### src/rtl/uart_hex_cmd_pkg.sv
// Shared constants, parser states and ASCII/hex helpers
// for the UART hex set-command endpoint.
package uart_hex_cmd_pkg;

  localparam int DEF_CLK_FREQ = 12000000;
  localparam int DEF_BAUD     = 115200;
  localparam int VALUE_W      = 12;

  function automatic int clks_per_bit(
    input int clk_freq,
    input int baud
  );
    return clk_freq / baud;
  endfunction

  localparam int CLKS_PER_BIT =
    clks_per_bit(DEF_CLK_FREQ, DEF_BAUD);

  localparam logic [7:0] ASC_S  = 8'h53;
  localparam logic [7:0] ASC_LS = 8'h73;
  localparam logic [7:0] ASC_A  = 8'h41;
  localparam logic [7:0] ASC_E  = 8'h45;
  localparam logic [7:0] ASC_CR = 8'h0D;
  localparam logic [7:0] ASC_LF = 8'h0A;

  typedef enum logic [2:0] {
    P_IDLE,
    P_D1,
    P_D2,
    P_D3,
    P_RESP
  } pstate_t;

  typedef enum logic [2:0] {
    RX_IDLE,
    RX_START,
    RX_DATA,
    RX_STOP,
    RX_WAIT
  } rxstate_t;

  function automatic logic is_hex(input logic [7:0] c);
    return (c >= 8'h30 && c <= 8'h39) ||
           (c >= 8'h41 && c <= 8'h46) ||
           (c >= 8'h61 && c <= 8'h66);
  endfunction

  function automatic logic [3:0] hex2nib(
    input logic [7:0] c
  );
    logic [7:0] v;
    if (c <= 8'h39)      v = c - 8'h30;
    else if (c <= 8'h46) v = c - 8'h37;
    else                 v = c - 8'h57;
    return v[3:0];
  endfunction

  function automatic logic [7:0] nib2asc(
    input logic [3:0] n
  );
    return (n < 4'd10) ? 8'h30 + {4'd0, n}
                       : 8'h37 + {4'd0, n};
  endfunction

endpackage

### src/rtl/uart_hex_cmd_if.sv
// Serial link and value bus between the host side
// and the command endpoint.
interface uart_hex_cmd_if;
  import uart_hex_cmd_pkg::*;

  logic               RX;
  logic               TX;
  logic [VALUE_W-1:0] VALUE;

  modport master (output RX, input TX, VALUE);
  modport slave  (input RX, output TX, VALUE);
endinterface

### src/rtl/uart_rx.sv
// 8N1 receiver: 2-flop sync, mid-bit sampling,
// glitch reject and framing-error lockout.
module uart_rx
  import uart_hex_cmd_pkg::*;
#(
  parameter int CPB = CLKS_PER_BIT
) (
  input  logic       i_clk,
  input  logic       i_rst,
  input  logic       i_rx,
  output logic       o_valid,
  output logic [7:0] o_data
);

  localparam logic [15:0] LAST = 16'(CPB - 1);
  localparam logic [15:0] HALF = 16'(CPB / 2 - 1);

  logic [1:0]  r_sync;
  logic        r_prev;
  rxstate_t    r_state, w_state_n;
  logic [15:0] r_cnt, w_cnt_n;
  logic [2:0]  r_bit, w_bit_n;
  logic [7:0]  r_shift, w_shift_n;
  logic        r_valid, w_valid_n;
  logic        w_rx;

  assign w_rx    = r_sync[1];
  assign o_valid = r_valid;
  assign o_data  = r_shift;

  always_ff @(posedge i_clk) begin
    if (i_rst) begin
      r_sync  <= 2'b11;
      r_prev  <= 1'b1;
      r_state <= RX_IDLE;
      r_cnt   <= '0;
      r_bit   <= '0;
      r_shift <= '0;
      r_valid <= 1'b0;
    end else begin
      r_sync  <= {r_sync[0], i_rx};
      r_prev  <= w_rx;
      r_state <= w_state_n;
      r_cnt   <= w_cnt_n;
      r_bit   <= w_bit_n;
      r_shift <= w_shift_n;
      r_valid <= w_valid_n;
    end
  end

  always_comb begin
    w_state_n = r_state;
    w_cnt_n   = r_cnt + 16'd1;
    w_bit_n   = r_bit;
    w_shift_n = r_shift;
    w_valid_n = 1'b0;
    unique case (r_state)
      RX_IDLE: begin
        w_cnt_n = '0;
        if (r_prev && !w_rx) w_state_n = RX_START;
      end
      RX_START: begin
        if (r_cnt == HALF) begin
          w_cnt_n   = '0;
          w_bit_n   = '0;
          w_state_n = w_rx ? RX_IDLE : RX_DATA;
        end
      end
      RX_DATA: begin
        if (r_cnt == LAST) begin
          w_cnt_n   = '0;
          w_shift_n = {w_rx, r_shift[7:1]};
          w_bit_n   = r_bit + 3'd1;
          if (r_bit == 3'd7) w_state_n = RX_STOP;
        end
      end
      RX_STOP: begin
        if (r_cnt == LAST) begin
          w_cnt_n = '0;
          if (w_rx) begin
            w_valid_n = 1'b1;
            w_state_n = RX_IDLE;
          end else begin
            w_state_n = RX_WAIT;
          end
        end
      end
      RX_WAIT: begin
        w_cnt_n = '0;
        if (w_rx) w_state_n = RX_IDLE;
      end
      default: w_state_n = RX_IDLE;
    endcase
  end

endmodule

### src/rtl/uart_tx.sv
// 8N1 transmitter; a new byte may be loaded on the
// last stop-bit cycle so frames run back to back.
module uart_tx
  import uart_hex_cmd_pkg::*;
#(
  parameter int CPB = CLKS_PER_BIT
) (
  input  logic       i_clk,
  input  logic       i_rst,
  input  logic       i_start,
  input  logic [7:0] i_data,
  output logic       o_tx,
  output logic       o_busy,
  output logic       o_ready
);

  localparam logic [15:0] LAST = 16'(CPB - 1);

  logic        r_busy, w_busy_n;
  logic [9:0]  r_shift, w_shift_n;
  logic [15:0] r_cnt, w_cnt_n;
  logic [3:0]  r_bit, w_bit_n;
  logic        r_tx;
  logic        w_last;

  assign w_last  = r_busy && (r_cnt == LAST) &&
                   (r_bit == 4'd9);
  assign o_ready = !r_busy || w_last;
  assign o_busy  = r_busy;
  assign o_tx    = r_tx;

  always_ff @(posedge i_clk) begin
    if (i_rst) begin
      r_busy  <= 1'b0;
      r_shift <= '1;
      r_cnt   <= '0;
      r_bit   <= '0;
      r_tx    <= 1'b1;
    end else begin
      r_busy  <= w_busy_n;
      r_shift <= w_shift_n;
      r_cnt   <= w_cnt_n;
      r_bit   <= w_bit_n;
      r_tx    <= w_busy_n ? w_shift_n[0] : 1'b1;
    end
  end

  always_comb begin
    w_busy_n  = r_busy;
    w_shift_n = r_shift;
    w_cnt_n   = r_cnt;
    w_bit_n   = r_bit;
    if (i_start && o_ready) begin
      w_busy_n  = 1'b1;
      w_shift_n = {1'b1, i_data, 1'b0};
      w_cnt_n   = '0;
      w_bit_n   = '0;
    end else if (r_busy) begin
      if (r_cnt == LAST) begin
        w_cnt_n   = '0;
        w_shift_n = {1'b1, r_shift[9:1]};
        w_bit_n   = r_bit + 4'd1;
        if (r_bit == 4'd9) w_busy_n = 1'b0;
      end else begin
        w_cnt_n = r_cnt + 16'd1;
      end
    end
  end

endmodule

### src/rtl/uart_hex_cmd.sv
// Hex set-command parser and ack/error responder
// wrapped around the UART receiver and transmitter.
module uart_hex_cmd
  import uart_hex_cmd_pkg::*;
#(
  parameter int CLK_FREQ = DEF_CLK_FREQ,
  parameter int BAUD     = DEF_BAUD
) (
  input  logic          CLK,
  input  logic          RST,
  uart_hex_cmd_if.slave bus
);

  localparam int CPB = clks_per_bit(CLK_FREQ, BAUD);

  logic        w_rx_valid;
  logic [7:0]  w_rx_data;
  logic        w_tx_start;
  logic [7:0]  w_tx_data;
  logic        w_tx_ready;
  logic        w_tx_busy;
  logic        w_tx;

  pstate_t     r_state, w_state_n;
  logic [11:0] r_acc, w_acc_n;
  logic [11:0] r_value, w_value_n;
  logic [2:0]  r_idx, w_idx_n;
  logic        r_err, w_err_n;

  logic        w_is_s;
  logic        w_is_hex;
  logic [3:0]  w_nib;
  logic [2:0]  w_len;

  uart_rx #(.CPB(CPB)) u_rx (
    .i_clk   (CLK),
    .i_rst   (RST),
    .i_rx    (bus.RX),
    .o_valid (w_rx_valid),
    .o_data  (w_rx_data)
  );

  uart_tx #(.CPB(CPB)) u_tx (
    .i_clk   (CLK),
    .i_rst   (RST),
    .i_start (w_tx_start),
    .i_data  (w_tx_data),
    .o_tx    (w_tx),
    .o_busy  (w_tx_busy),
    .o_ready (w_tx_ready)
  );

  assign bus.TX    = w_tx;
  assign bus.VALUE = r_value;

  assign w_is_s   = (w_rx_data == ASC_S) ||
                    (w_rx_data == ASC_LS);
  assign w_is_hex = is_hex(w_rx_data);
  assign w_nib    = hex2nib(w_rx_data);
  assign w_len    = r_err ? 3'd3 : 3'd6;

  assign w_tx_start = (r_state == P_RESP) &&
                      (r_idx != w_len) && w_tx_ready;

  // Response bytes are built from VALUE as they go out
  always_comb begin
    w_tx_data = ASC_LF;
    if (r_err) begin
      unique case (r_idx)
        3'd0:    w_tx_data = ASC_E;
        3'd1:    w_tx_data = ASC_CR;
        default: w_tx_data = ASC_LF;
      endcase
    end else begin
      unique case (r_idx)
        3'd0:    w_tx_data = ASC_A;
        3'd1:    w_tx_data = nib2asc(r_value[11:8]);
        3'd2:    w_tx_data = nib2asc(r_value[7:4]);
        3'd3:    w_tx_data = nib2asc(r_value[3:0]);
        3'd4:    w_tx_data = ASC_CR;
        default: w_tx_data = ASC_LF;
      endcase
    end
  end

  always_ff @(posedge CLK) begin
    if (RST) begin
      r_state <= P_IDLE;
      r_acc   <= '0;
      r_value <= '0;
      r_idx   <= '0;
      r_err   <= 1'b0;
    end else begin
      r_state <= w_state_n;
      r_acc   <= w_acc_n;
      r_value <= w_value_n;
      r_idx   <= w_idx_n;
      r_err   <= w_err_n;
    end
  end

  always_comb begin
    w_state_n = r_state;
    w_acc_n   = r_acc;
    w_value_n = r_value;
    w_idx_n   = r_idx;
    w_err_n   = r_err;
    unique case (r_state)
      P_IDLE: begin
        if (w_rx_valid && w_is_s) begin
          w_state_n = P_D1;
          w_acc_n   = '0;
        end
      end
      P_D1, P_D2, P_D3: begin
        if (w_rx_valid) begin
          unique case (1'b1)
            w_is_s: begin
              w_state_n = P_D1;
              w_acc_n   = '0;
            end
            w_is_hex: begin
              w_acc_n = {r_acc[7:0], w_nib};
              unique case (r_state)
                P_D1:    w_state_n = P_D2;
                P_D2:    w_state_n = P_D3;
                default: begin
                  w_value_n = {r_acc[7:0], w_nib};
                  w_idx_n   = '0;
                  w_err_n   = 1'b0;
                  w_state_n = P_RESP;
                end
              endcase
            end
            default: begin
              w_idx_n   = '0;
              w_err_n   = 1'b1;
              w_state_n = P_RESP;
            end
          endcase
        end
      end
      P_RESP: begin
        // Leave only once the final stop bit is out
        if (w_tx_start)
          w_idx_n = r_idx + 3'd1;
        else if (r_idx == w_len && !w_tx_busy)
          w_state_n = P_IDLE;
      end
      default: w_state_n = P_IDLE;
    endcase
  end

endmodule

### src/flat_wrapper.sv
// flat-port wrapper written by rule: the top's interface ports become plain ports
module uart_hex_cmd_flat import uart_hex_cmd_pkg::*;
#(
  parameter int CLK_FREQ = DEF_CLK_FREQ,
  parameter int BAUD     = DEF_BAUD
)
  (CLK, RST, bus_RX, bus_TX, bus_VALUE);
  uart_hex_cmd_if bus_i ();
  input  logic CLK;
  input  logic RST;
  input wire logic [$bits(bus_i.RX)-1:0] bus_RX;
  output wire logic [$bits(bus_i.TX)-1:0] bus_TX;
  output wire logic [$bits(bus_i.VALUE)-1:0] bus_VALUE;
  assign bus_i.RX = bus_RX;
  assign bus_TX = bus_i.TX;
  assign bus_VALUE = bus_i.VALUE;
  uart_hex_cmd #(.CLK_FREQ(CLK_FREQ), .BAUD(BAUD)) u_core (.CLK(CLK), .RST(RST), .bus(bus_i));
endmodule
### config.mk
export PLATFORM = sky130hd
export DESIGN_NAME = uart_hex_cmd_flat
export DESIGN_NICKNAME = d
export VERILOG_FILES = /design/src/rtl/uart_hex_cmd_pkg.sv /design/src/rtl/uart_hex_cmd_if.sv /design/src/rtl/uart_rx.sv /design/src/rtl/uart_tx.sv /design/src/rtl/uart_hex_cmd.sv /design/src/flat_wrapper.sv
export SDC_FILE = /design/constraint.sdc
export NUM_CORES = 1
export LEC_CHECK = 0
export ABC_AREA = 0
export CAP_MARGIN = 20
export CORE_UTILIZATION = 66
export DETAILED_ROUTE_END_ITERATION = 10
export PLACE_DENSITY = 0.85
export SLEW_MARGIN = 20
export SYNTH_ARGS = -nofsm -noshare
export SYNTH_HDL_FRONTEND = slang
export SYNTH_SLANG_ARGS = --single-unit
### constraint.sdc
create_clock -name CLK -period 5.45 [get_ports CLK]
set_input_delay 1.3625 -clock CLK [delete_from_list [all_inputs] [get_ports CLK]]
set_output_delay 1.3625 -clock CLK [all_outputs]
set_load 0.03 [all_outputs]
Word-level counts from Yosys, hierarchy flattened
Index checks and enable logic that the tools add are counted.
{ "totals": {"regBits": 92, "latch_bits": 0, "mem_bits_rw": 0, "romBits": 0, "input_bits": 3, "output_inout_bits": 13, "wordCells": 175, "memories": 0} }
{ "op_classes": {"addsub": 14, "mul": 0, "n_div": 0, "order_cmp": 9, "eq_ne": 36, "shift": 0, "n_mux": 51, "bitwise_logic": 5, "n_reduce_logical": 42} }
{ "ops": {"columns": ["operator", "n"], "rows": [
  ["$mux W3", 17],
  ["$mux W16", 3],
  ["$mux W8", 6],
  ["$pmux W16 S3", 1],
  ["$add A6 B4 Y7 const A", 6],
  ["$pmux W8 S5", 1],
  ["$add A16 B1 Y16 const B", 2],
  ["$eq A16 B7 Y1 const B", 2],
  ["$pmux W8 S2", 2],
  ["$pmux W3 S2", 5],
  ["$mux W9", 3],
  ["$ne A2 B2 Y1 const B", 12],
  ["$eq A3 B2 Y1 const B", 6],
  ["$eq A16 B6 Y1 const B", 1],
  ["$eq A8 B7 Y1 const B", 2],
  ["$ge A8 B7 Y1 const B", 2],
  ["$le A8 B7 Y1 const B", 2],
  ["$reduce_and A4 Y1", 4],
  ["$pmux W3 S5", 1],
  ["$pmux W7 S2", 1],
  ["$eq A3 B3 Y1 const B", 4],
  ["$lt A4 B4 Y1 const B", 3],
  ["$logic_and A1 B1 Y1", 11],
  ["$reduce_bool A2 Y1", 5],
  ["other kinds (28)", 55]
]} }

Longest topological paths before layout
Gate-level depths: netlist of the first run.
{ "depth": {"depth_word": 9, "ltp_mapped": 8, "mapped_depth_nobuf": 7} }

By module
Synthesis of the first run repeated with hierarchy kept, for this count alone.
{ "unflattened": {"cells_unflattened": 580, "area_unflattened_um2": 5132.4} }
{ "modules_own_cells": {"columns": ["module", "n_inst", "cells_each", "area_each_um2", "seq_area_each_um2"], "rows": [
  ["uart_hex_cmd", 1, 252, 2049.5, 540.5],
  ["uart_rx", 1, 178, 1601.5, 680.7],
  ["uart_tx", 1, 150, 1481.4, 620.6]
]} }

Least setup slack after synthesis of the first run
Ideal clock, no wire load.
{ "synth_timing": {"kind": "in2reg", "from": "input port RST", "to": "register u_core.r_acc[1]", "setup_time_ns": 0.106, "arrival_ns": 2.132, "required_ns": 5.344, "setup_slack_ns": 3.212, "stages": 5, "path_buffers": 2, "path_cell_list": "inv_1 clkbuf_1 clkbuf_1 nand3_1 o311ai_0"} }
{ "synth_rtl": {"columns": ["item", "line_no", "rtl"], "rows": [
  ["start, declared", "flat_wrapper.sv:10", "input logic RST;"],
  ["end signal, assigned", "uart_hex_cmd.sv:95", "r_acc <= w_acc_n;"],
  ["end, declared", "uart_hex_cmd.sv:25", "logic [11:0] r_acc, w_acc_n;"]
]} }

Worst setup path after layout of the first run
{ "layout_timing": {"from": "register u_core.r_value[7], in the netlist u_core.bus.VALUE[7]", "to": "output port bus_VALUE[7]"} }
{ "layout_rtl": {"columns": ["item", "line_no", "rtl"], "rows": [
  ["start, declared", "uart_hex_cmd.sv:26", "logic [11:0] r_value, w_value_n;"],
  ["start signal, assigned", "uart_hex_cmd.sv:96", "r_value <= w_value_n;"],
  ["end, declared", "flat_wrapper.sv:13", "output wire logic [$bits(bus_i.VALUE)-1:0] bus_VALUE;"]
]} }
No word-level cell between the ends.

==> metrics, run 1 <==
status=complete, no violations; Final #Nets=about 600; mux contribution to synthesized area=0.0282; CTS resizes=0; First-pass DRT Iterations=5; Worst Hold Path Cells=1; post-synthesis sequential area ratio=0.364; final WL=10700 um; antenna violations before repair=0; area of the multi-input gates=between 0.002 and 0.003 sq mm; ys flop type=dfxtp_1; Final period util=0.545; largest net degree at the start of global routing=53; post-DP HPWL=about 7300 um; number of synthesized register bits=just over 90; worst-skew pair later-pin latency=~360 ps; Leak=~1.8 nW; Pint=0.000950 W; Post-Synth XOR/XNOR Area=0.0623; die area=0.00803 sq mm; CTS Root Cell=clkbuf_8; crit path time final=approximately 3000 ps; first-pass GRT wire length=between 15000 and 20000 um; Worst EP required=4090 ps; Compound-Gate Fraction of Synth Area=0.191; post-synthesis adder-cell area fraction=0.0445; chip width=89.6 um; cell count of the worst reg-to-reg path=8; kind of critical path=reg -> out; slowest CP cell=clkdlybuf4s50_1; FF+latch area=approximately 0.0018 sq mm; vias per inst=approximately 6.3; Arr. time, crit path=1610 ps; Fin Setup TNS=0 ps; # hold bufs at CTS=0; Area after DPL=a little over 0.005 sq mm; Die Ht=around 90 um; total power=0.00121 W; asr flop ratio synth=0; Gate power share=0.014; Slew Viols, Final=0; Tot GR Track Use=0.284; worst slew pin tran=797 ps; max-cap viol count=0; RSZ-0062 raised after global routing=no; largest family of logic cells by synthesized area=simple AND/OR/NAND/NOR gates; commonest non-fill, non-tap cells in the layout=dfxtp_1, nor2_1, nand3_1; syn_nets=between 600 and 700; Vias=approximately 4.3k; Core Box Area=around 0.0073 sq mm; slew margin rel.=0.466; Final Hold Viols=0; num rows=31; CTS tree=yes; Mapped Area=0.00506 sq mm; FMAX=around 340 MHz; WL/cell=between 15 and 20 um; antenna diode count=0; Sw Ratio=0.215; Synth Instances=just under 600; clock network power share=0.429; post-route ant nets=0; share of layout cells above drive strength 1=0.0700; skew final=~9.2 ps; area grow syn2layout=6.55%; drt drc=0; Starting Density=0.691; Distinct cells, synth=76; crit path cell chain=clkdlybuf4s50_1; post-synthesis simple-gate area fraction=0.262; FILL cells=roughly 520; starting DRC count in detailed routing=around 350; Worst-path clk slew=around 90 ps; total grt overflow=0; Slowest Stage Delay on Critical Path=740 ps; Post-synth EDFFs=0; Max FO, Critical Path=10; TritonCTS Buffers=9; CP endpoint kind=primary output; clk sink count=between 90 and 100; sw power=0.000261 W; post-CTS setup buffers=0; Clock Tree Buf Depth=2; most common cell after layout, fill and taps aside=dfxtp_1; Port-buffer cells=15; YS warnings=0; part of the power in registers=0.558; CP top delay family=buffers and inverters; Worst path depth=1; Finished Layout Cells=between 600 and 700; Max VDD drop=0.153 mV; DP Cell Count=approximately 670; syn_area_per_cell=8.61 sq um; pwr dens=roughly 220 mW/mm^2; CP bufs+invs=1; Worst setup SP type=register; H-tree levels=3; I/O pins=16; vias in the first global route=3910; gpl congestion=between 0.9 and 1; Final Cell Area=between 0.005 and 0.006 sq mm; setup violation total in the final timing report=0; Worst Hold Class=reg -> reg
[layout make-up]
cell class                 count  share of cell area
sequential                    92               0.341
timing repair buffer          17              0.0297
clock buffer                  11              0.0262
multi-input combinational    443               0.552
inverter                      18              0.0125
tap                           99              0.0230
clock inverter                 5              0.0155
[Yosys cell counts (8+ instances only)]
library cell / number / area (sq um)
xor2_1: 18 / 158
mux2i_1: 12 / 120
nor2_1: 69 / 259
and3_1: 12 / 75.1
buf_2: 11 / 55.1
o211ai_1: 12 / 90.1
nand2_1: 30 / 113
ha_1: 18 / 225
clkbuf_1: 16 / 60.1
inv_1: 18 / 67.6
nand3_1: 35 / 175
o21ai_0: 25 / 125
a21oi_1: 31 / 155
and2_1: 8 / 50.1
dfxtp_1: 92 / 1840
xnor2_1: 18 / 158
nor3_1: 23 / 115
[routing by layer]
| metal | share of wire | up-vias | routed length, um | global-route usage |
|---|---|---|---|---|
| li1 | - | 2115 | - | - |
| met1 | 0.47 | 2058 | 4970 | 0.379 |
| met2 | 0.48 | 139 | 5110 | 0.472 |
| met3 | 0.042 | 17 | 447 | 0.0411 |
| met4 | 0.014 | 0 | 152 | 0.101 |
| met5 | 0 | - | 0 | 0 |
[sequential cells by signal, summed over array words and instances, names as in the netlist, 2 cells and up]
name	count
u_core.u_rx.r_state	3
u_core.u_tx.r_bit	4
u_core.u_rx.o_data	8
u_core.r_idx	3
u_core.u_rx.r_sync	2
u_core.r_acc	8
u_core.u_rx.r_bit	3
u_core.r_state	3
u_core.u_tx.r_shift	9
u_core.bus.VALUE	12
u_core.u_tx.r_cnt	16
u_core.u_rx.r_cnt	16
[power groups by stage]
stage	clock network (W)	logic [W]	registers [W]
finish	0.000519	0.0000165	0.000675
detailed placement	0	0.0000163	0.000691
global placement	0	0.0000158	0.000691
CTS	0.000524	0.0000164	0.000675
global route	0.000549	0.0000183	0.000676
floorplan	0	0.0000135	0.000689
[path summary, 6_finish.rpt]
path / to / startpoint / slack (ps)
setup reg to reg: u_core.r_acc[7] / u_core.u_rx.o_data[1] / 3070
hold reg to reg: u_core.u_rx.r_sync[1] / u_core.u_rx.r_sync[0] / 430
hold / removal: u_core.u_rx.r_sync[1] / u_core.u_rx.r_sync[0] / 430
setup / recovery: bus_VALUE[7] / u_core.bus.VALUE[7] / 2480
[per-stage QoR]
step                worst slack, ps  utilization  hold slack (ps)
CTS                            2490        0.736              430
finish                         2480        0.736              428
global route                   2430        0.736              447
floorplan                      3210            -              389
global placement               2440        0.705              391
detailed placement             2390        0.705              413
[cells by family after synthesis]
| logic type | after synthesis |
|---|---|
| AND/OR/NAND/NOR | 241 |
| AO/OA/AOI/OAI | 134 |
| flip-flops | 92 |
| buffers and inverters | 53 |
| XOR/XNOR | 36 |
| adder cells (fa/ha/maj) | 18 |
| multiplexers | 14 |
No activity file was read; power rests on OpenSTA's default activity.
==> run 2: changes to the inputs <==
--- a/config.mk
+++ b/config.mk
@@ -7,9 +7,9 @@
 export LEC_CHECK = 0
 export ABC_AREA = 0
 export CAP_MARGIN = 20
-export CORE_UTILIZATION = 66
+export CORE_UTILIZATION = 62
 export DETAILED_ROUTE_END_ITERATION = 10
-export PLACE_DENSITY = 0.85
+export PLACE_DENSITY = 0.8
 export SLEW_MARGIN = 20
 export SYNTH_ARGS = -nofsm -noshare
 export SYNTH_HDL_FRONTEND = slang
==> constraint.sdc (replaced) <==
create_clock -name CLK -period 3.1 [get_ports CLK]
set_input_delay 0.775 -clock CLK [delete_from_list [all_inputs] [get_ports CLK]]
set_output_delay 0.775 -clock CLK [all_outputs]
set_load 0.03 [all_outputs]
==> run 2 against run 1 <==
Net effect: total power is 65% higher; combinational power is 79% higher; register-to-register slack worse by 2600 ps; via count is 2.8% lower; sequential power is 76% higher; final area is 0.60% lower; largest cell class unchanged; wire length is 5.3% lower; clock skew is 2.5 ps higher; largest power group unchanged; highest routed layer unchanged.
==> metrics, run 2 (synthesis results as in run 1) <==
Gate power share=0.015 (was 0.014); TritonCTS Buffers=9 (unchanged); Sw Ratio=0.221 (was 0.215); Worst Hold Class=reg -> reg (unchanged); FMAX=between 300 and 400 MHz; drt drc=0 (unchanged); Final period util=0.843; CTS tree=yes (unchanged); RSZ-0062 raised after global routing=no (unchanged); Area after DPL=0.00517 sq mm (about the same); Final Cell Area=0.00536 sq mm (was 0.00540 sq mm); skew final=11.6 ps (was 9.16 ps); clk sink count=92 (unchanged); Pint=0.00156 W (was 0.000950 W); post-route ant nets=0 (unchanged); Final Hold Viols=0 (unchanged); Die Ht=92.4 um (was 89.6 um); commonest non-fill, non-tap cells in the layout=dfxtp_1, nor2_1, nand3_1 (unchanged); max-cap viol count=0 (unchanged); Worst EP required=3350 ps (was 4090 ps); Max VDD drop=0.327 mV (was 0.153 mV); Starting Density=0.649 (was 0.691); kind of critical path=reg -> reg (was reg -> out); first-pass GRT wire length=18000 um (was 17900 um); H-tree levels=3 (unchanged); vias per inst=6.13 (was 6.32); Worst-path clk slew=80 ps (was 90 ps); share of layout cells above drive strength 1=0.0701 (was 0.0700); slew margin rel.=0.443 (was 0.466); area grow syn2layout=5.90% (was 6.55%); Slew Viols, Final=0 (unchanged); Vias=4208 (was 4329); Max FO, Critical Path=16 (was 10); CTS Root Cell=clkbuf_8 (unchanged); Worst setup SP type=register (unchanged); sw power=0.000442 W (was 0.000261 W); total grt overflow=0 (unchanged); area of the multi-input gates=0.00298 sq mm (unchanged); Arr. time, crit path=2860 ps (was 1610 ps); First-pass DRT Iterations=4 (was 5); Leak=1.77 nW (was 1.78 nW); Core Box Area=0.00781 sq mm (was 0.00733 sq mm); part of the power in registers=0.592 (was 0.558); final WL=10100 um (was 10700 um); Fin Setup TNS=0 ps (unchanged); post-DP HPWL=7200 um (was 7310 um); WL/cell=14.7 um (was 15.6 um); FILL cells=651 (was 521); clock network power share=0.393 (was 0.429); # hold bufs at CTS=0 (unchanged); crit path time final=~2600 ps; status=complete, no violations (unchanged); CTS resizes=0 (unchanged); pwr dens=373 mW/mm^2 (was 224 mW/mm^2); Setup WS post-layout=487 ps (was 2480 ps); Final #Nets=602 (unchanged); Port-buffer cells=15 (unchanged); worst slew pin tran=832 ps (was 797 ps); Clock Tree Buf Depth=2 (unchanged); I/O pins=16 (unchanged); gpl congestion=0.908 (was 0.911); Post-Place Worst Slack=530 ps (was 2390 ps); Hold WS=416 ps (was 428 ps); die area=0.00853 sq mm (was 0.00803 sq mm); FF+latch area=0.00184 sq mm (unchanged); post-CTS setup buffers=0 (unchanged); setup violation total in the final timing report=0 (unchanged); Tot GR Track Use=0.257 (was 0.284); antenna diode count=0 (unchanged); CP endpoint kind=register (was primary output); vias in the first global route=4012 (was 3910); largest net degree at the start of global routing=32 (was 53); starting DRC count in detailed routing=203 (was 352); antenna violations before repair=0 (unchanged); worst-skew pair later-pin latency=360 ps (about the same); chip width=92.4 um (was 89.6 um); num rows=32 (was 31); most common cell after layout, fill and taps aside=dfxtp_1 (unchanged)
## run 2: cell types whose count changed in the layout (fill, tap and decap cells not counted)
cell        previous run  this run
bufinv_16              2         1
clkbuf_1               1         0
clkbuf_8              10         9
clkinv_2               0         2
clkinv_4               0         1
clkinvlp_4             2         1
## run 2: layout make-up
type                       instances  area share
timing repair buffer              17      0.0299
inverter                          18      0.0126
sequential                        92       0.343
clock buffer                       9      0.0231
clock inverter                     6      0.0121
multi-input combinational        443       0.555
tap                              102      0.0238
## run 2: stage by stage
stage                     utilization  instances  power, W
after detailed placement        0.663        672   0.00124
final                           0.687        687   0.00200
after global placement          0.663        672   0.00124
after CTS                       0.687        687   0.00202
after floorplan                     -        588   0.00124
after global routing            0.687        687   0.00207
## run 2: layer usage
metal,routed length [um],track usage
met1,4830,0.336
met2,4760,0.426
met3,371,0.0501
met4,161,0.0820
met5,0,0
## run 2: path summary, 6_finish.rpt
path / slack [ps] / startpoint / to / cells after the start
hold / removal: 420 / u_core.u_rx.r_sync[0] / u_core.u_rx.r_sync[1] / 1
setup / recovery: 490 / u_core.u_rx.o_data[1] / u_core.r_acc[4] / 7
setup reg to reg: 490 / u_core.u_rx.o_data[1] / u_core.r_acc[4] / 7
hold reg to reg: 420 / u_core.u_rx.r_sync[0] / u_core.u_rx.r_sync[1] / 1
## run 2: critical path, stage by stage, from the launching register on
cell	delay, ps
dfxtp_1	480
inv_1	110
ha_1	240
nand3b_1	100
a21oi_1	120
o41ai_4	800
o21ai_1	280
a221o_1	380
## run 2: power by group through the flow
stage	sequential [W]	clock (W)	combinational (W)
after floorplan	0.00121	0	0.0000238
after global placement	0.00121	0	0.0000288
after detailed placement	0.00121	0	0.0000293
after CTS	0.00119	0.000802	0.0000297
after global routing	0.00119	0.000850	0.0000322
final	0.00119	0.000786	0.0000296
==> run 3: changes to the inputs <==
--- a/config.mk
+++ b/config.mk
@@ -7,9 +7,9 @@
 export LEC_CHECK = 0
 export ABC_AREA = 0
 export CAP_MARGIN = 20
-export CORE_UTILIZATION = 62
+export CORE_UTILIZATION = 56
 export DETAILED_ROUTE_END_ITERATION = 10
-export PLACE_DENSITY = 0.8
+export PLACE_DENSITY = 0.77
 export SLEW_MARGIN = 20
 export SYNTH_ARGS = -nofsm -noshare
 export SYNTH_HDL_FRONTEND = slang
==> constraint.sdc (replaced) <==
create_clock -name CLK -period 2.19 [get_ports CLK]
set_input_delay 0.5475 -clock CLK [delete_from_list [all_inputs] [get_ports CLK]]
set_output_delay 0.5475 -clock CLK [all_outputs]
set_load 0.03 [all_outputs]
==> run 3 against run 2 <==
Net effect: first-iteration DRC count rose by 33%; sequential power rose by 41%; non-clock buffer count rose by 21; sequential share of layout area fell by 1.4 points; highest routed layer unchanged; die area rose by 10%; worst setup slack got worse by 420 ps; critical endpoint is now bus_VALUE[1]; combinational power rose by 64%; register-to-register slack got worse by 360 ps; clock-buffer cell count rose by 3.
==> metrics, run 3 (synthesis results as in run 1) <==
Pint=0.00225 W (was 0.00156 W); Core Box Area=0.00872 sq mm (was 0.00781 sq mm); DRT met1 WL=4950 um (was 4830 um); slew margin rel.=0.499 (was 0.443); Finished Layout Cells=715 (was 687); chip width=97.1 um (was 92.4 um); antenna diode count=0 (unchanged); Clock Tree Buf Depth=2 (unchanged); Fin Setup TNS=0 ps (unchanged); area grow syn2layout=10.4% (was 5.90%); largest net degree at the start of global routing=29 (was 32); Highest Signal Layer=met4 (unchanged); CTS tree=yes (unchanged); commonest non-fill, non-tap cells in the layout=dfxtp_1, nor2_1, nand3_1 (unchanged); First-pass DRT Iterations=7 (was 4); Sw Ratio=0.216 (was 0.221); FILL cells=729 (was 651); crit path cell chain=clkdlybuf4s50_1 (was inv_1 -> ha_1 -> nand3b_1 -> a21oi_1 -> o41ai_4 -> o21ai_1 -> a221o_1); num rows=34 (was 32); Port-buffer cells=15 (unchanged); post-layout util=0.641 (was 0.687); most common cell after layout, fill and taps aside=dfxtp_1 (unchanged); CTS Root Cell=clkbuf_8 (unchanged); crit path time final=between 2000 and 2500 ps; CP top delay family=buffers and inverters (was compound AO/OA/AOI/OAI gates); CP endpoint kind=primary output (was register); routed wl met2=5220 um (was 4760 um); Final #Nets=623 (was 602); pwr dens=513 mW/mm^2 (was 373 mW/mm^2); post-DP HPWL=7620 um (was 7200 um); skew final=11.3 ps (was 11.6 ps); max-cap viol count=0 (unchanged); total power=0.00287 W (was 0.00200 W); Slew Viols, Final=0 (unchanged); Worst setup SP type=register (unchanged); TritonCTS Buffers=9 (unchanged); Final Hold Viols=0 (unchanged); setup violation total in the final timing report=0 (unchanged); Worst EP required=1640 ps (was 3350 ps); part of the power in registers=0.586 (was 0.592); H-tree levels=3 (unchanged); cell count of the worst reg-to-reg path=7 (unchanged); CP bufs+invs=1 (unchanged); clock network power share=0.397 (was 0.393); sw power=0.000618 W (was 0.000442 W); I/O pins=16 (unchanged); antenna violations before repair=0 (unchanged); Arr. time, crit path=1570 ps (was 2860 ps); vias in the first global route=4017 (was 4012); Gate power share=0.017 (was 0.015); clk sink count=92 (unchanged); Die Ht=97.1 um (was 92.4 um); kind of critical path=reg -> out (was reg -> reg); Worst Hold Class=reg -> reg (unchanged); Max VDD drop=0.324 mV (was 0.327 mV); gpl congestion=0.897 (was 0.908); share of layout cells above drive strength 1=0.112 (was 0.0701); Worst path depth=1 (was 7); worst slew pin tran=749 ps (was 832 ps); RSZ-0062 raised after global routing=no (unchanged); Leak=1.96 nW (was 1.77 nW); Tot GR Track Use=0.231 (was 0.257); starting DRC count in detailed routing=269 (was 203); FMAX=471 MHz; total grt overflow=0 (unchanged); final WL=10700 um (was 10100 um); WL/cell=15.0 um (was 14.7 um); vias per inst=6.05 (was 6.13); Slowest Stage Delay on Critical Path=730 ps (was 800 ps); routed wl met3=422 um (was 371 um); slowest CP cell=clkdlybuf4s50_1 (was o41ai_4); Worst-path clk slew=90 ps (was 80 ps); DP Cell Count=695 (was 672); worst-skew pair later-pin latency=360 ps (about the same); first-pass GRT wire length=18200 um (was 18000 um); die area=0.00943 sq mm (was 0.00853 sq mm); Worst Hold Path Cells=1 (unchanged); drt drc=0 (unchanged); status=complete, no violations (unchanged); Max FO, Critical Path=8 (was 16); post-route ant nets=0 (unchanged); # hold bufs at CTS=0 (unchanged); Starting Density=0.581 (was 0.649); Final period util=0.969; Vias=4327 (was 4208); Hold WS=420 ps (was 416 ps)
==> run 3: layout make-up <==
type | instances | area (sq um) | area share
multi-input cells | 443 | 3010 | 0.538
clock inverters | 4 | 48.8 | 0.00873
clock buffers | 12 | 145 | 0.0260
flip-flops and latches | 92 | 1840 | 0.330
repair buffers | 38 | 342 | 0.0611
well taps | 108 | 135 | 0.0242
inverters | 18 | 67.6 | 0.0121
==> run 3: routing by layer <==
| layer | vias up | global-route usage |
|---|---|---|
| met1 | 2060 | 0.308 |
| met2 | 95 | 0.380 |
| met3 | 13 | 0.0324 |
| met5 | - | 0 |
| li1 | 2159 | - |
| met4 | 0 | 0.0850 |
==> run 3: power groups by stage <==
stage,Clock (W),Sequential (W),Combinational [W]
final,0.00114,0.00168,0.0000486
after global routing,0.00123,0.00168,0.0000527
after floorplan,0,0.00172,0.0000336
after global placement,0,0.00172,0.0000432
after detailed placement,0,0.00172,0.0000442
after CTS,0.00116,0.00168,0.0000443
==> run 3: path summary, 6_finish.rpt <==
| check | startpoint | end | slack (ps) |
|---|---|---|---|
| max | u_core.bus.VALUE[1] | bus_VALUE[1] | 70 |
| max reg2reg | u_core.u_rx.o_data[1] | u_core.r_acc[4] | 130 |
| min reg2reg | u_core.u_rx.r_sync[0] | u_core.u_rx.r_sync[1] | 420 |
| min | u_core.u_rx.r_sync[0] | u_core.u_rx.r_sync[1] | 420 |
==> run 3: stage by stage <==
stage	setup WS (ps)	instance area, sq um
finish	67.5	5590
CTS	2.34	5500
floorplan	221	5060
global placement	164	5310
detailed placement	65.9	5310
global route	2.87	5590
==> run 3: timing repair <==
action                                  4_1_cts  5_1_grt
endpoints found under the setup margin        0       55
resized for setup                             0       14
buffers inserted                              0        4
